### src/rtl/cp_wb_pkg.sv
// Shared CP writeback definitions: datapath widths, RF write-port record and
// arbitration source encoding, common to the writeback arbiter and CP register file.
package cp_wb_pkg;

   localparam int unsigned DATA_WIDTH     = 32;
   localparam int unsigned RF_INDEX_WIDTH = 5;
   localparam int unsigned RF_NUM_REGS    = 28;

   typedef struct packed {
      logic [RF_INDEX_WIDTH-1:0] addr;
      logic [DATA_WIDTH-1:0]     data;
      logic                      en;
   } wb_port_t;

   typedef enum logic [1:0] {
      SrcNone,
      SrcAlu,
      SrcLq,
      SrcMem
   } wb_src_e;

   // r0 is hardwired to zero and indices past the last architected register do not exist.
   function automatic logic rf_addr_writable(input logic [RF_INDEX_WIDTH-1:0] addr);
      return (addr != '0) && ({1'b0, addr} < (RF_INDEX_WIDTH + 1)'(RF_NUM_REGS));
   endfunction

endpackage

### src/rtl/cp_wb_lq.sv
// Load-response queue: synchronous circular FIFO with occupancy counter.
// Push is ignored when full; pop is ignored when empty.
module cp_wb_lq #(
   parameter  int unsigned Width = 37,
   parameter  int unsigned Depth = 4,
   localparam int unsigned PtrW  = $clog2(Depth),
   localparam int unsigned CntW  = $clog2(Depth) + 1
) (
   input  logic             clk_i,
   input  logic             rst_i,
   input  logic             push_i,
   input  logic [Width-1:0] wdata_i,
   input  logic             pop_i,
   output logic [Width-1:0] rdata_o,
   output logic             full_o,
   output logic             empty_o,
   output logic [CntW-1:0]  count_o
);

   logic [Width-1:0] mem_q [Depth];
   logic [PtrW-1:0]  wr_ptr_q, wr_ptr_d;
   logic [PtrW-1:0]  rd_ptr_q, rd_ptr_d;
   logic [CntW-1:0]  count_q, count_d;
   logic             do_push, do_pop;

   assign full_o  = (count_q == CntW'(Depth));
   assign empty_o = (count_q == '0);
   assign count_o = count_q;
   assign rdata_o = mem_q[rd_ptr_q];
   assign do_push = push_i && !full_o;
   assign do_pop  = pop_i && !empty_o;

   // Depth is a power of two, so pointers wrap by natural overflow.
   always_comb begin
      wr_ptr_d = wr_ptr_q;
      rd_ptr_d = rd_ptr_q;
      count_d  = count_q;
      if (do_push) wr_ptr_d = wr_ptr_q + PtrW'(1);
      if (do_pop)  rd_ptr_d = rd_ptr_q + PtrW'(1);
      if (do_push && !do_pop) count_d = count_q + CntW'(1);
      if (do_pop && !do_push) count_d = count_q - CntW'(1);
   end

   always_ff @(posedge clk_i) begin
      if (rst_i) begin
         wr_ptr_q <= '0;
         rd_ptr_q <= '0;
         count_q  <= '0;
      end else begin
         wr_ptr_q <= wr_ptr_d;
         rd_ptr_q <= rd_ptr_d;
         count_q  <= count_d;
      end
   end

   always_ff @(posedge clk_i) begin
      if (do_push) mem_q[wr_ptr_q] <= wdata_i;
   end

   a_no_overflow : assert property (@(posedge clk_i) disable iff (rst_i)
      count_q <= CntW'(Depth));
   a_no_underflow : assert property (@(posedge clk_i) disable iff (rst_i)
      pop_i |-> !empty_o);

endmodule

### src/rtl/cp_wb_arbiter.sv
// CP writeback arbiter: merges ALU results and buffered load responses onto the single
// RF write port, and tracks outstanding loads per register for ID hazard stalls.
module cp_wb_arbiter
   import cp_wb_pkg::*;
#(
   parameter  int unsigned LQ_DEPTH = 4,
   localparam int unsigned CntW     = $clog2(LQ_DEPTH) + 1
) (
   input  logic                      iClk,
   input  logic                      iReset,
   input  logic                      iEX_WB_Valid,
   input  logic [RF_INDEX_WIDTH-1:0] iEX_WB_Addr,
   input  logic [DATA_WIDTH-1:0]     iEX_WB_Data,
   input  logic                      iID_WB_Load_Issue,
   input  logic [RF_INDEX_WIDTH-1:0] iID_WB_Load_Addr,
   input  logic                      iMEM_WB_Valid,
   input  logic [RF_INDEX_WIDTH-1:0] iMEM_WB_Addr,
   input  logic [DATA_WIDTH-1:0]     iMEM_WB_Data,
   output logic                      oWB_MEM_Ready,
   output logic [RF_NUM_REGS-1:0]    oWB_ID_Pending,
   output logic [RF_INDEX_WIDTH-1:0] oWB_RF_Write_Addr,
   output logic [DATA_WIDTH-1:0]     oWB_RF_Write_Data,
   output logic                      oWB_RF_Write_Enable,
   output logic [CntW-1:0]           oWB_LQ_Count
);

   localparam int unsigned EntryW = RF_INDEX_WIDTH + DATA_WIDTH;

   wb_src_e                   sel_src;
   logic [RF_INDEX_WIDTH-1:0] sel_addr;
   logic [DATA_WIDTH-1:0]     sel_data;
   logic                      mem_accept;
   logic                      lq_push, lq_pop, lq_full, lq_empty;
   logic [EntryW-1:0]         lq_head;
   logic                      load_sel;
   wb_port_t                  wb_q, wb_d;
   logic [RF_NUM_REGS-1:0]    pending_q, pending_d;

   // Ready depends only on the occupancy register, never on this cycle's pop.
   assign oWB_MEM_Ready = !lq_full;
   assign mem_accept    = iMEM_WB_Valid && !lq_full;

   always_comb begin
      sel_src  = SrcNone;
      sel_addr = '0;
      sel_data = '0;
      if (iEX_WB_Valid) begin
         sel_src  = SrcAlu;
         sel_addr = iEX_WB_Addr;
         sel_data = iEX_WB_Data;
      end else if (!lq_empty) begin
         sel_src              = SrcLq;
         {sel_addr, sel_data} = lq_head;
      end else if (mem_accept) begin
         sel_src  = SrcMem;
         sel_addr = iMEM_WB_Addr;
         sel_data = iMEM_WB_Data;
      end
   end

   assign lq_pop   = (sel_src == SrcLq);
   assign lq_push  = mem_accept && (sel_src != SrcMem);
   assign load_sel = (sel_src == SrcLq) || (sel_src == SrcMem);

   cp_wb_lq #(
      .Width (EntryW),
      .Depth (LQ_DEPTH)
   ) u_lq (
      .clk_i   (iClk),
      .rst_i   (iReset),
      .push_i  (lq_push),
      .wdata_i ({iMEM_WB_Addr, iMEM_WB_Data}),
      .pop_i   (lq_pop),
      .rdata_o (lq_head),
      .full_o  (lq_full),
      .empty_o (lq_empty),
      .count_o (oWB_LQ_Count)
   );

   // Dropped writes (r0 / nonexistent register) leave address and data untouched.
   always_comb begin
      wb_d    = wb_q;
      wb_d.en = 1'b0;
      if ((sel_src != SrcNone) && rf_addr_writable(sel_addr)) begin
         wb_d.en   = 1'b1;
         wb_d.addr = sel_addr;
         wb_d.data = sel_data;
      end
   end

   // Clear on load selection first so a same-cycle issue to that register wins.
   always_comb begin
      pending_d = pending_q;
      for (int i = 1; i < RF_NUM_REGS; i++) begin
         if (load_sel && (sel_addr == RF_INDEX_WIDTH'(i))) pending_d[i] = 1'b0;
         if (iID_WB_Load_Issue && (iID_WB_Load_Addr == RF_INDEX_WIDTH'(i))) pending_d[i] = 1'b1;
      end
      pending_d[0] = 1'b0;
   end

   always_ff @(posedge iClk) begin
      if (iReset) begin
         wb_q      <= '0;
         pending_q <= '0;
      end else begin
         wb_q      <= wb_d;
         pending_q <= pending_d;
      end
   end

   assign oWB_RF_Write_Addr   = wb_q.addr;
   assign oWB_RF_Write_Data   = wb_q.data;
   assign oWB_RF_Write_Enable = wb_q.en;
   assign oWB_ID_Pending      = pending_q;

endmodule

### config.mk
export PLATFORM = sky130hd
export DESIGN_NAME = cp_wb_arbiter
export DESIGN_NICKNAME = d
export VERILOG_FILES = /design/src/rtl/cp_wb_pkg.sv /design/src/rtl/cp_wb_lq.sv /design/src/rtl/cp_wb_arbiter.sv
export SDC_FILE = /design/constraint.sdc
export NUM_CORES = 1
export LEC_CHECK = 0
export CAP_MARGIN = 20
export CELL_PAD_IN_SITES_DETAIL_PLACEMENT = 2
export CELL_PAD_IN_SITES_GLOBAL_PLACEMENT = 2
export CORE_AREA = 5 5 162 164
export CTS_CLUSTER_SIZE = 16
export DETAILED_ROUTE_END_ITERATION = 8
export DIE_AREA = 0 0 167 169
export GPL_TIMING_DRIVEN = 1
export MAX_ROUTING_LAYER = met4
export PLACE_DENSITY = 0.8
export SLEW_MARGIN = 20
export SYNTH_ARGS = -nofsm -noshare
export SYNTH_HDL_FRONTEND = slang
export SYNTH_SLANG_ARGS = --single-unit
### constraint.sdc
create_clock -name iClk -period 6.2 [get_ports iClk]
set_clock_uncertainty 0.05 [all_clocks]
set_input_delay 1.24 -clock iClk [delete_from_list [all_inputs] [get_ports iClk]]
set_output_delay 1.24 -clock iClk [all_outputs]
set_load 0.02 [all_outputs]
# Yosys cells after proc, flatten, opt, wreduce, memory -nomap -nowiden

Memory sizes are Yosys's and may differ from the RTL's. A register that Yosys moved wholly into a read port is not among the register bits.
Cells that the tools add are included.

Bits in registers: 73
Latch bits: 0
Memory bits (writable): 148
ROM bits: 0
Bits of input ports: 84
Output and inout port bits: 70
Word-level logic and storage cells: 266
Memories: 1

$add $sub $neg: 4
$mul: 0
Div/mod/pow operators: 0
$lt $le $gt $ge: 1
Equal/unequal tests: 58
Shifts and indexed selects: 0
Mux-type cells: 70
Bitwise gates (word level): 0
Reduce and logical (&&, ||, !) cells: 98

Memory list:

| memory     | words | bits a word | read ports | clocked after Yosys merged registers in | wr ports | RTL line       | text |
|---|---|---|---|---|---|---|---|
| u_lq.mem_q | 4     | 37          | 1          | 1                                       | 1        | cp_wb_lq.sv:20 | `logic [Width-1:0] mem_q [Depth];` |

Operators by type and width:

| operator              | number |
|---|---|
| $eq A5 B5 Y1 const B  | 24 |
| $mux W32              | 3 |
| $eq A5 B4 Y1 const B  | 16 |
| $logic_and A1 B1 Y1   | 62 |
| $reduce_bool A2 Y1    | 29 |
| $mux W1               | 57 |
| $eq A5 B3 Y1 const B  | 8 |
| $eq A5 B2 Y1 const B  | 4 |
| $mux W5               | 3 |
| $eq A5 B1 Y1 const B  | 2 |
| $mux W2               | 5 |
| $mux W3               | 2 |
| $lt A5 B5 Y1 const B  | 1 |
| $reduce_bool A5 Y1    | 1 |
| $add A2 B1 Y2 const B | 2 |
| $eq A2 B2 Y1 const B  | 2 |
| $logic_not A1 Y1      | 4 |
| $add A3 B1 Y3 const B | 1 |
| $eq A3 B3 Y1 const B  | 1 |
| $logic_not A3 Y1      | 1 |
| $sub A3 B1 Y3 const B | 1 |
| $ne A2 B2 Y1 const B  | 1 |
| $logic_or A1 B1 Y1    | 1 |

# Logic depth before layout (Yosys ltp)

Gate-level depths: netlist of run 1.

Word-level depth: 12
Mapped depth: 10
Mapped depth without buffers: 9

# Cells and area by module

A second synthesis of run 1 with hierarchy kept.

Cell total of the unflattened synthesis: 750
Area total of the unflattened synthesis: 9422.8 µm²

Modules (own cells, without submodules):

| module        | times used | cells an instance | area an instance (µm²) | seq. area each (µm²) |
|---|---|---|---|---|
| cp_wb_lq      | 1          | 247               | 5866.9                 | 4624.4 |
| cp_wb_arbiter | 1          | 503               | 3555.9                 | 1301.2 |

# Worst setup path before layout of run 1

No wires, ideal clock.

Path kind: input-to-reg
Start point: input iMEM_WB_Valid
End point: memory u_lq.mem_q[0][0] (enable)
Library setup time: 0.398 ns
Arrival: 3.175 ns
Required time: 5.752 ns
Setup slack: 2.577 ns
Cell stages on the path: 4
Path buffers: 2
Cells stage by stage: clkbuf_1 > buf_1 > a21boi_1 > and2_1

Word-level cells in the longest chain between the ends: 9

Ends and longest elaborated chain:

| what                            | RTL line            | text |
|---|---|---|
| from (decl)                     | cp_wb_arbiter.sv:16 | `input logic iMEM_WB_Valid,` |
| $logic_and A1 B1 Y1 *           | cp_wb_arbiter.sv:41 | `assign mem_accept = iMEM_WB_Valid && !lq_full;` |
| $mux W2                         | cp_wb_arbiter.sv:54 | `end else if (mem_accept) begin` |
| $mux W2                         | cp_wb_arbiter.sv:51 | `end else if (!lq_empty) begin` |
| $mux W2                         | cp_wb_arbiter.sv:47 | `if (iEX_WB_Valid) begin` |
| $ne A2 B2 Y1                    | cp_wb_arbiter.sv:62 | `assign lq_push = mem_accept && (sel_src != SrcMem);` |
| $logic_and A1 B1 Y1 *           | cp_wb_arbiter.sv:62 |  |
| $logic_and A1 B1 Y1 *           | cp_wb_lq.sv:30      | `assign do_push = push_i && !full_o;` |
| $mux W1 *                       | cp_wb_lq.sv:57      | `if (do_push) mem_q[wr_ptr_q] <= wdata_i;` |
| $mux W1 (implied by the code) * | cp_wb_lq.sv:57      |  |
| to (decl)                       | cp_wb_lq.sv:20      |  |

Every way passes the cells marked *; elsewhere a longest branch is shown, timed or not.

# Final worst setup path of run 1

Start point: input iEX_WB_Valid
End point: register wb_q, in the netlist oWB_RF_Write_Data[12]

Word-level cells in the longest chain between the ends: 4
Elaborated cells between the ends (all ways): 8
Classes of those cells: order compare: 1; mux: 3; reduce/logical: 4

Ends and longest elaborated chain:

| what                                               | RTL line             | text |
|---|---|---|
| from (decl)                                        | cp_wb_arbiter.sv:11  | `input logic iEX_WB_Valid,` |
| $mux W5                                            | cp_wb_arbiter.sv:47  |  |
| $lt A5 B5 Y1 or $reduce_bool A5 Y1 (tied branches) | cp_wb_pkg.sv:24      | `return (addr != '0) && ({1'b0, addr} < (RF_INDEX_WIDTH + 1)'(RF_NUM_REGS));` |
| $logic_and A1 B1 Y1                                | cp_wb_pkg.sv:24      |  |
| $logic_and A1 B1 Y1                                | cp_wb_arbiter.sv:84  | `if ((sel_src != SrcNone) && rf_addr_writable(sel_addr)) begin` |
| to (signal assigned)                               | cp_wb_arbiter.sv:106 | `wb_q <= wb_d;` |
| to (decl)                                          | cp_wb_arbiter.sv:36  | `wb_port_t wb_q, wb_d;` |

Parallel ways exist; a longest one is shown, timed or not.
A chain may end at the register's enable or synchronous reset.

==> impl_metrics.py, run 1 <==
metrics = {
    "outcome": {
        "outcome": "finished, final reports clean",
    },
    "pwr": {
        "power.total_uw": 5080,
        "p_leak_uw": 0.00398,
        "power.density_mw_per_mm2": 424,
        "peakVddDrop_uv": 227,
    },
    "timing": {
        "finalSetupViolations": 0,
        "finalCritPeriodShare": 0.712,
        "hold_viol": 0,
        "period_needed_ns": 4.41,
        "max_slew.worst_pin.slew_ns": 1.11,
        "finalSetupTns_ns": 0,
        "whs_ns": 0.437,
        "report.final.slew_viol_count": 0,
        "fmax_mhz": 227,
        "slew_headroom": 0.257,
        "rsz0062_at_grt": "no",
    },
    "job": {
        "drv_cap": 0,
    },
    "logic_synthesis": {
        "syn-num-nets": 806,
        "netlist_area_sq_mm": 0.00938,
        "yosysSeqAreaShare": 0.632,
        "yosysUniqueCellTypes": 43,
        "synth_top_area_share": 0.474,
        "yosys_warnings": 0,
        "netlist_instances": 716,
        "synthTopCellsByArea": "edfxtp_1 47%, dfxtp_1 16%, mux4_2 8.9%",
        "syn_avg_cell_area_sq_um": 13.1,
        "ys_seq_elements": 222,
        "synth_top_area_cell": "edfxtp_1",
    },
    "placed_design": {
        "hpwl_mm": 19.3,
        "portBuffers": 152,
        "gp_congestion": 0.797,
    },
    "floorplanning": {
        "start_util": 0.379,
        "row_count": 58,
        "design.die.area_sq_mm": 0.0282,
        "core_sq_mm": 0.0247,
        "die_x_um": 167,
        "die_h_um": 169,
        "ios": 154,
    },
    "clock_tree": {
        "clockBufferDepth": 3,
        "clkLatencyLatePin_ns": 0.52,
        "clock-root-buffer": "clkbuf_16",
        "clk_pin_slew_ns": 0.06,
        "numCtsBuffers": 24,
        "cts_tree": "done",
        "cts_max_level": 1,
        "cts_resized": 0,
        "clock_sinks": 222,
        "holdBufCountCts": 0,
        "cts_setup_buffers": 0,
    },
    "global_route": {
        "grt_max_degree": 83,
        "grt.total_usage": 0.219,
        "grt_pass1_vias": 7622,
        "grt-ovfl-total": 0,
        "grt_pass1_wl_mm": 46.8,
        "antenna_found_initial": 0,
    },
    "layout": {
        "fin_nets": 945,
        "n_fill_cell": 2389,
        "drive_above_1_share": 0.136,
        "syn2layout_area_growth_pct": 27.8,
        "diodes": 0,
    },
    "critical_path": {
        "cp-end-kind": "flip-flop",
        "start_kind": "input pin",
        "path_class": "in -> reg",
        "cp.required_ns": 6.56,
        "critical_path_peak_fanout": 24,
        "arrival_ns": 4.77,
    },
    "detailed_routing": {
        "drc": 0,
        "post_drt_wl_per_cell_um": 25.1,
        "drt_iter0_drc": 376,
        "routed_via_density": 5.47,
        "dr.pass1.iters": 5,
        "finalWirelength_mm": 30.2,
        "detail-route-antenna-nets": 0,
        "vias": 6585,
    },
    "min_path": {
        "hold_path.class": "reg -> reg",
    },
}
==> metal layers <==
metal	up-vias	track usage	wire length, um
met2	201	0.374	15400
li1	2921	-	-
met3	57	0.0355	1370
met4	0	0.0644	707
met1	3406	0.272	12800
met5	-	-	0
==> path summary, 6_finish.rpt <==
| kind | startpoint | endpoint | slack [ns] | depth (start not counted) |
|---|---|---|---|---|
| worst max-delay path | iEX_WB_Valid | oWB_RF_Write_Data[12]$_SDFFE_PP0P_ | 1.79 | 7 |
| worst min-delay path | oWB_ID_Pending[1]$_SDFFE_PP0P_ | oWB_ID_Pending[1]$_SDFFE_PP0P_ | 0.44 | 2 |
| worst max register to register | flip-flop | oWB_RF_Write_Data[12]$_SDFFE_PP0P_ | 1.92 | 7 |
| worst min register to register | oWB_ID_Pending[1]$_SDFFE_PP0P_ | oWB_ID_Pending[1]$_SDFFE_PP0P_ | 0.44 | 2 |
==> kinds of logic (layout without fill, tap and decap cells) <==
family	after synthesis	count (layout)	share of synthesized area
and+or+nand+nor	226	226	0.112
DFF	222	222	0.632
AOI/OAI and AO/OA	134	134	0.0845
muxes	69	69	0.133
buffers and inverters	53	210	0.0251
adders and majority gates	6	6	0.00880
xor gates and xnor gates	5	5	0.00467
other	1	1	0.000400
==> cell type report <==
type / count / area (sq um) / share of cell area
Timing Repair Buffer: 157 / 1540 / 0.129
Tap cell: 330 / 413 / 0.0344
Inverter: 9 / 33.8 / 0.00282
Clock inverter: 14 / 170 / 0.0142
Sequential cell: 222 / 5930 / 0.494
Multi-Input combinational cell: 441 / 3240 / 0.270
Clock buffer: 30 / 664 / 0.0554
==> placed cells by master (no fill, tap or decap), types with 4 or more instances in the layout <==
cell type / n
nor2b_1: 24
mux2_4: 18
a21oi_1: 78
clkinv_1: 4
buf_4: 5
inv_1: 8
edfxtp_1: 148
ha_1: 5
nand3_1: 50
nor2_1: 41
clkdlybuf4s50_1: 149
nand2b_1: 8
bufinv_16: 4
mux2i_1: 10
and3_1: 4
o21ai_0: 31
dfxtp_1: 72
clkbuf_16: 25
nand2_1: 80
mux4_2: 37
and2_4: 5
clkinv_2: 6
o211ai_1: 10
==> cells in the mapped netlist <==
master,count
edfxtp_1,148
nand2_1,80
a21oi_1,78
dfxtp_1,74
nand3_1,50
nor2_1,41
mux4_2,37
o21ai_0,31
clkbuf_1,28
nor2b_1,24
mux2_4,18
mux2i_1,10
o211ai_1,10
inv_1,8
nand2b_1,8
buf_1,6
and2_1,5
buf_2,5
ha_1,5
and3_1,4
nor3_1,4
a31oi_1,3
buf_6,3
nand3b_1,3
o31a_1,3
o31ai_4,3
or3_1,3
xor2_1,3
a31o_2,2
buf_4,2
mux2_1,2
mux2_2,2
o2bb2ai_1,2
xnor2_1,2
a21boi_1,1
a31oi_4,1
and2_0,1
and2_4,1
clkinv_1,1
conb_1,1
fa_1,1
or2_0,1
or2_2,1
==> sequential cells by signal, summed over array words and instances (netlist names), named ones only <==
name	flops
u_lq.mem_q	148
oWB_RF_Write_Data	32
oWB_ID_Pending	27
oWB_RF_Write_Addr	5
u_lq.count_o	3
u_lq.rd_ptr_q	2
u_lq.wr_ptr_q	2
oWB_RF_Write_Enable	1
==> critical path, stage by stage <==
cell and delay (ns):
buf_2 0.30, inv_1 0.48, o2bb2ai_1 0.52, nand2_1 0.35
o31ai_4 0.93, buf_4 0.51, mux2_2 0.39
==> through the flow <==
| step | cells | utilization | instance area (sq um) | setup slack [ns] |
|---|---|---|---|---|
| floorplan | 716 | - | 9380 | 2.58 |
| global placement | 1159 | 0.451 | 11200 | 1.54 |
| detailed placement | 1159 | 0.451 | 11200 | 1.34 |
| CTS | 1203 | 0.484 | 12000 | 1.78 |
| global route | 1203 | 0.485 | 12000 | 1.55 |
| finish | 1203 | 0.485 | 12000 | 1.79 |
==> power breakdown <==
group,internal [uW],switching [uW]
registers,1790,165
logic,682,908
clock network,925,610
Power figures use the tool's default switching activity.
==> inputs of run 2 (changes only) <==
--- a/config.mk
+++ b/config.mk
@@ -8,13 +8,13 @@
 export CAP_MARGIN = 20
 export CELL_PAD_IN_SITES_DETAIL_PLACEMENT = 2
 export CELL_PAD_IN_SITES_GLOBAL_PLACEMENT = 2
-export CORE_AREA = 5 5 162 164
+export CORE_AREA = 5 5 175 177
 export CTS_CLUSTER_SIZE = 16
 export DETAILED_ROUTE_END_ITERATION = 8
-export DIE_AREA = 0 0 167 169
+export DIE_AREA = 0 0 180 182
 export GPL_TIMING_DRIVEN = 1
 export MAX_ROUTING_LAYER = met4
-export PLACE_DENSITY = 0.8
+export PLACE_DENSITY = 0.73
 export SLEW_MARGIN = 20
 export SYNTH_ARGS = -nofsm -noshare
 export SYNTH_HDL_FRONTEND = slang
==> constraint.sdc (replaced) <==
create_clock -name iClk -period 3.6 [get_ports iClk]
set_clock_uncertainty 0.05 [all_clocks]
set_input_delay 0.72 -clock iClk [delete_from_list [all_inputs] [get_ports iClk]]
set_output_delay 0.72 -clock iClk [all_outputs]
set_load 0.02 [all_outputs]
==> run 2 against run 1 <==
Effect of this change:
- register-to-register slack worse by 1.5 ns
- worst setup slack got worse by 1.3 ns
- die area is 16% higher
- sequential share of layout area decreased by 1.1 points
- routed wire length decreased by 5.6%
- sequential power rose by 70%
- highest routed layer unchanged
- combinational power is 79% higher
- total power up 74%
==> impl_metrics.py, run 2 (synthesized netlist as in run 1, its figures left out) <==
metrics = {
    "outcome": {
        "outcome": "finished, final reports clean",
    },
    "critical_path": {
        "r2r_end": "oWB_RF_Write_Data[26]$_SDFFE_PP0P_",
        "regToRegSetupSlack_ns": 0.47,
        "arrival_ns": 3.48,
        "critical_path_peak_fanout": 26,
        "path_class": "reg -> reg",
        "cp-end-kind": "flip-flop",
        "cp.required_ns": 3.95,
        "r2r-start": "u_lq.count_o[2]$_SDFFE_PP0P_",
        "r2r_cells": 7,
        "start_kind": "flip-flop",
    },
    "timing": {
        "fmax_mhz": 319,
        "finalSetupTns_ns": 0,
        "slew_headroom": 0.530,
        "finalCritPeriodShare": 0.871,
        "max_slew.worst_pin.slew_ns": 0.701,
        "whs_ns": 0.419,
        "report.final.slew_viol_count": 0,
        "finalSetupViolations": 0,
        "period_needed_ns": 3.13,
        "hold_viol": 0,
        "rsz0062_at_grt": "no",
        "worst_slack_ns": 0.465,
    },
    "detailed_routing": {
        "wl_met3_mm": 1.10,
        "drt_iter0_drc": 295,
        "finalWirelength_mm": 28.5,
        "topRoutingLayerUsed": "met4",
        "dr.pass1.iters": 4,
        "post_drt_wl_per_cell_um": 22.2,
        "detail-route-antenna-nets": 0,
        "wl_met2_mm": 15.1,
        "drc": 0,
        "routed_via_density": 5.07,
        "vias": 6499,
        "met1_length_mm": 11.8,
    },
    "floorplanning": {
        "core_sq_mm": 0.0291,
        "start_util": 0.323,
        "design.die.area_sq_mm": 0.0328,
        "ios": 154,
        "die_x_um": 180,
        "row_count": 63,
        "die_h_um": 182,
    },
    "placed_design": {
        "hpwl_mm": 19.6,
        "portBuffers": 152,
        "dpl_worst_slack_ns": 0.318,
        "gp_congestion": 0.736,
    },
    "layout": {
        "largest_reg_flops": 148,
        "regMostFlops": "u_lq.mem_q",
        "layout_common_cells": "149 x clkdlybuf4s50_1, 148 x edfxtp_1, 80 x nand2_1, 78 x a21oi_1, 72 x dfxtp_1",
        "fin_nets": 964,
        "drive_above_1_share": 0.156,
        "utilization": 0.422,
        "syn2layout_area_growth_pct": 30.8,
        "final_common_cell": "clkdlybuf4s50_1",
    },
    "job": {
        "drv_cap": 0,
    },
    "clock_tree": {
        "clkLatencyLatePin_ns": 0.53,
        "cts_setup_buffers": 0,
        "cts_max_level": 1,
        "clk_pin_slew_ns": 0.06,
        "clock-root-buffer": "clkbuf_16",
        "clock_sinks": 222,
        "numCtsBuffers": 24,
        "clockBufferDepth": 3,
        "cts_resized": 0,
        "holdBufCountCts": 0,
        "cts_tree": "done",
    },
    "pwr": {
        "intPower_uw": 5990,
        "p_leak_uw": 0.00409,
        "swShare": 0.321,
        "power.total_uw": 8820,
        "power_frac_clock": 0.303,
        "sequentialPowerShare": 0.375,
        "power.switching_uw": 2830,
        "power.density_mw_per_mm2": 719,
        "peakVddDrop_uv": 370,
        "pwr-share-comb": 0.322,
    },
    "global_route": {
        "grt-ovfl-total": 0,
        "grt_max_degree": 48,
        "grt.total_usage": 0.181,
        "grt_pass1_vias": 7546,
        "grt_pass1_wl_mm": 45.5,
        "antenna_found_initial": 1,
    },
    "min_path": {
        "worstHoldEndpoint": "oWB_RF_Write_Data[2]$_SDFFE_PP0P_",
        "hold_path.class": "reg -> reg",
        "hold_path_depth": 2,
        "hp-start": "oWB_RF_Write_Data[2]$_SDFFE_PP0P_",
    },
}
run 2: through the flow:
step,cell area (sq um),instances
5_1_grt,12300,1283
3_3_place_gp,11400,1238
4_1_cts,12300,1282
3_5_place_dp,11400,1238
6_report,12300,1283
2_1_floorplan,9380,716
run 2: final cells by class:
type / instances / area, sq um
diodes: 1 / 2.50
clock buffers: 29 / 651
clock inverters: 15 / 208
fillers: 2884 / 16800
inverters: 9 / 33.8
multi-input cells: 441 / 3230
flip-flops and latches: 222 / 5930
well taps: 390 / 488
repair buffers: 176 / 1720
run 2: worst max path at each step:
stage	start	to	slack (ns)	depth (start not counted)
final	u_lq.count_o[2]$_SDFFE_PP0P_	oWB_RF_Write_Data[26]$_SDFFE_PP0P_	0.47	7
after detailed placement	iMEM_WB_Addr[4]	oWB_RF_Write_Data[11]$_SDFFE_PP0P_	0.32	7
after global routing	u_lq.count_o[2]$_SDFFE_PP0P_	oWB_RF_Write_Data[11]$_SDFFE_PP0P_	0.32	7
after global placement	iMEM_WB_Addr[4]	oWB_RF_Write_Data[11]$_SDFFE_PP0P_	0.44	7
after floorplan	iMEM_WB_Valid	u_lq.mem_q[1][0]$_DFFE_PP_	0.50	4
after CTS	u_lq.count_o[2]$_SDFFE_PP0P_	oWB_RF_Write_Data[11]$_SDFFE_PP0P_	0.43	7
run 2: metal layers:
layer,GRT usage,vias up
met5,-,-
met4,0.0399,0
met3,0.0296,33
met2,0.328,133
met1,0.211,3373
li1,-,2960
run 2: critical path: stages (launching register included):
cell     delay [ns]
dfxtp_1        0.36
or3_2          0.82
and2_1         0.31
o31a_1         0.42
a31oi_4        0.32
o31ai_4        0.15
buf_12         0.20
mux2_4         0.33
run 2: power groups by stage:
| stage | clock (uW) | combinational (uW) | sequential [uW] |
|---|---|---|---|
| 6_report | 2670 | 2840 | 3310 |
| 3_5_place_dp | 0 | 2870 | 3370 |
| 3_3_place_gp | 0 | 2770 | 3350 |
| 5_1_grt | 2870 | 3090 | 3360 |
| 4_1_cts | 2740 | 2900 | 3330 |
| 2_1_floorplan | 0 | 1680 | 3420 |
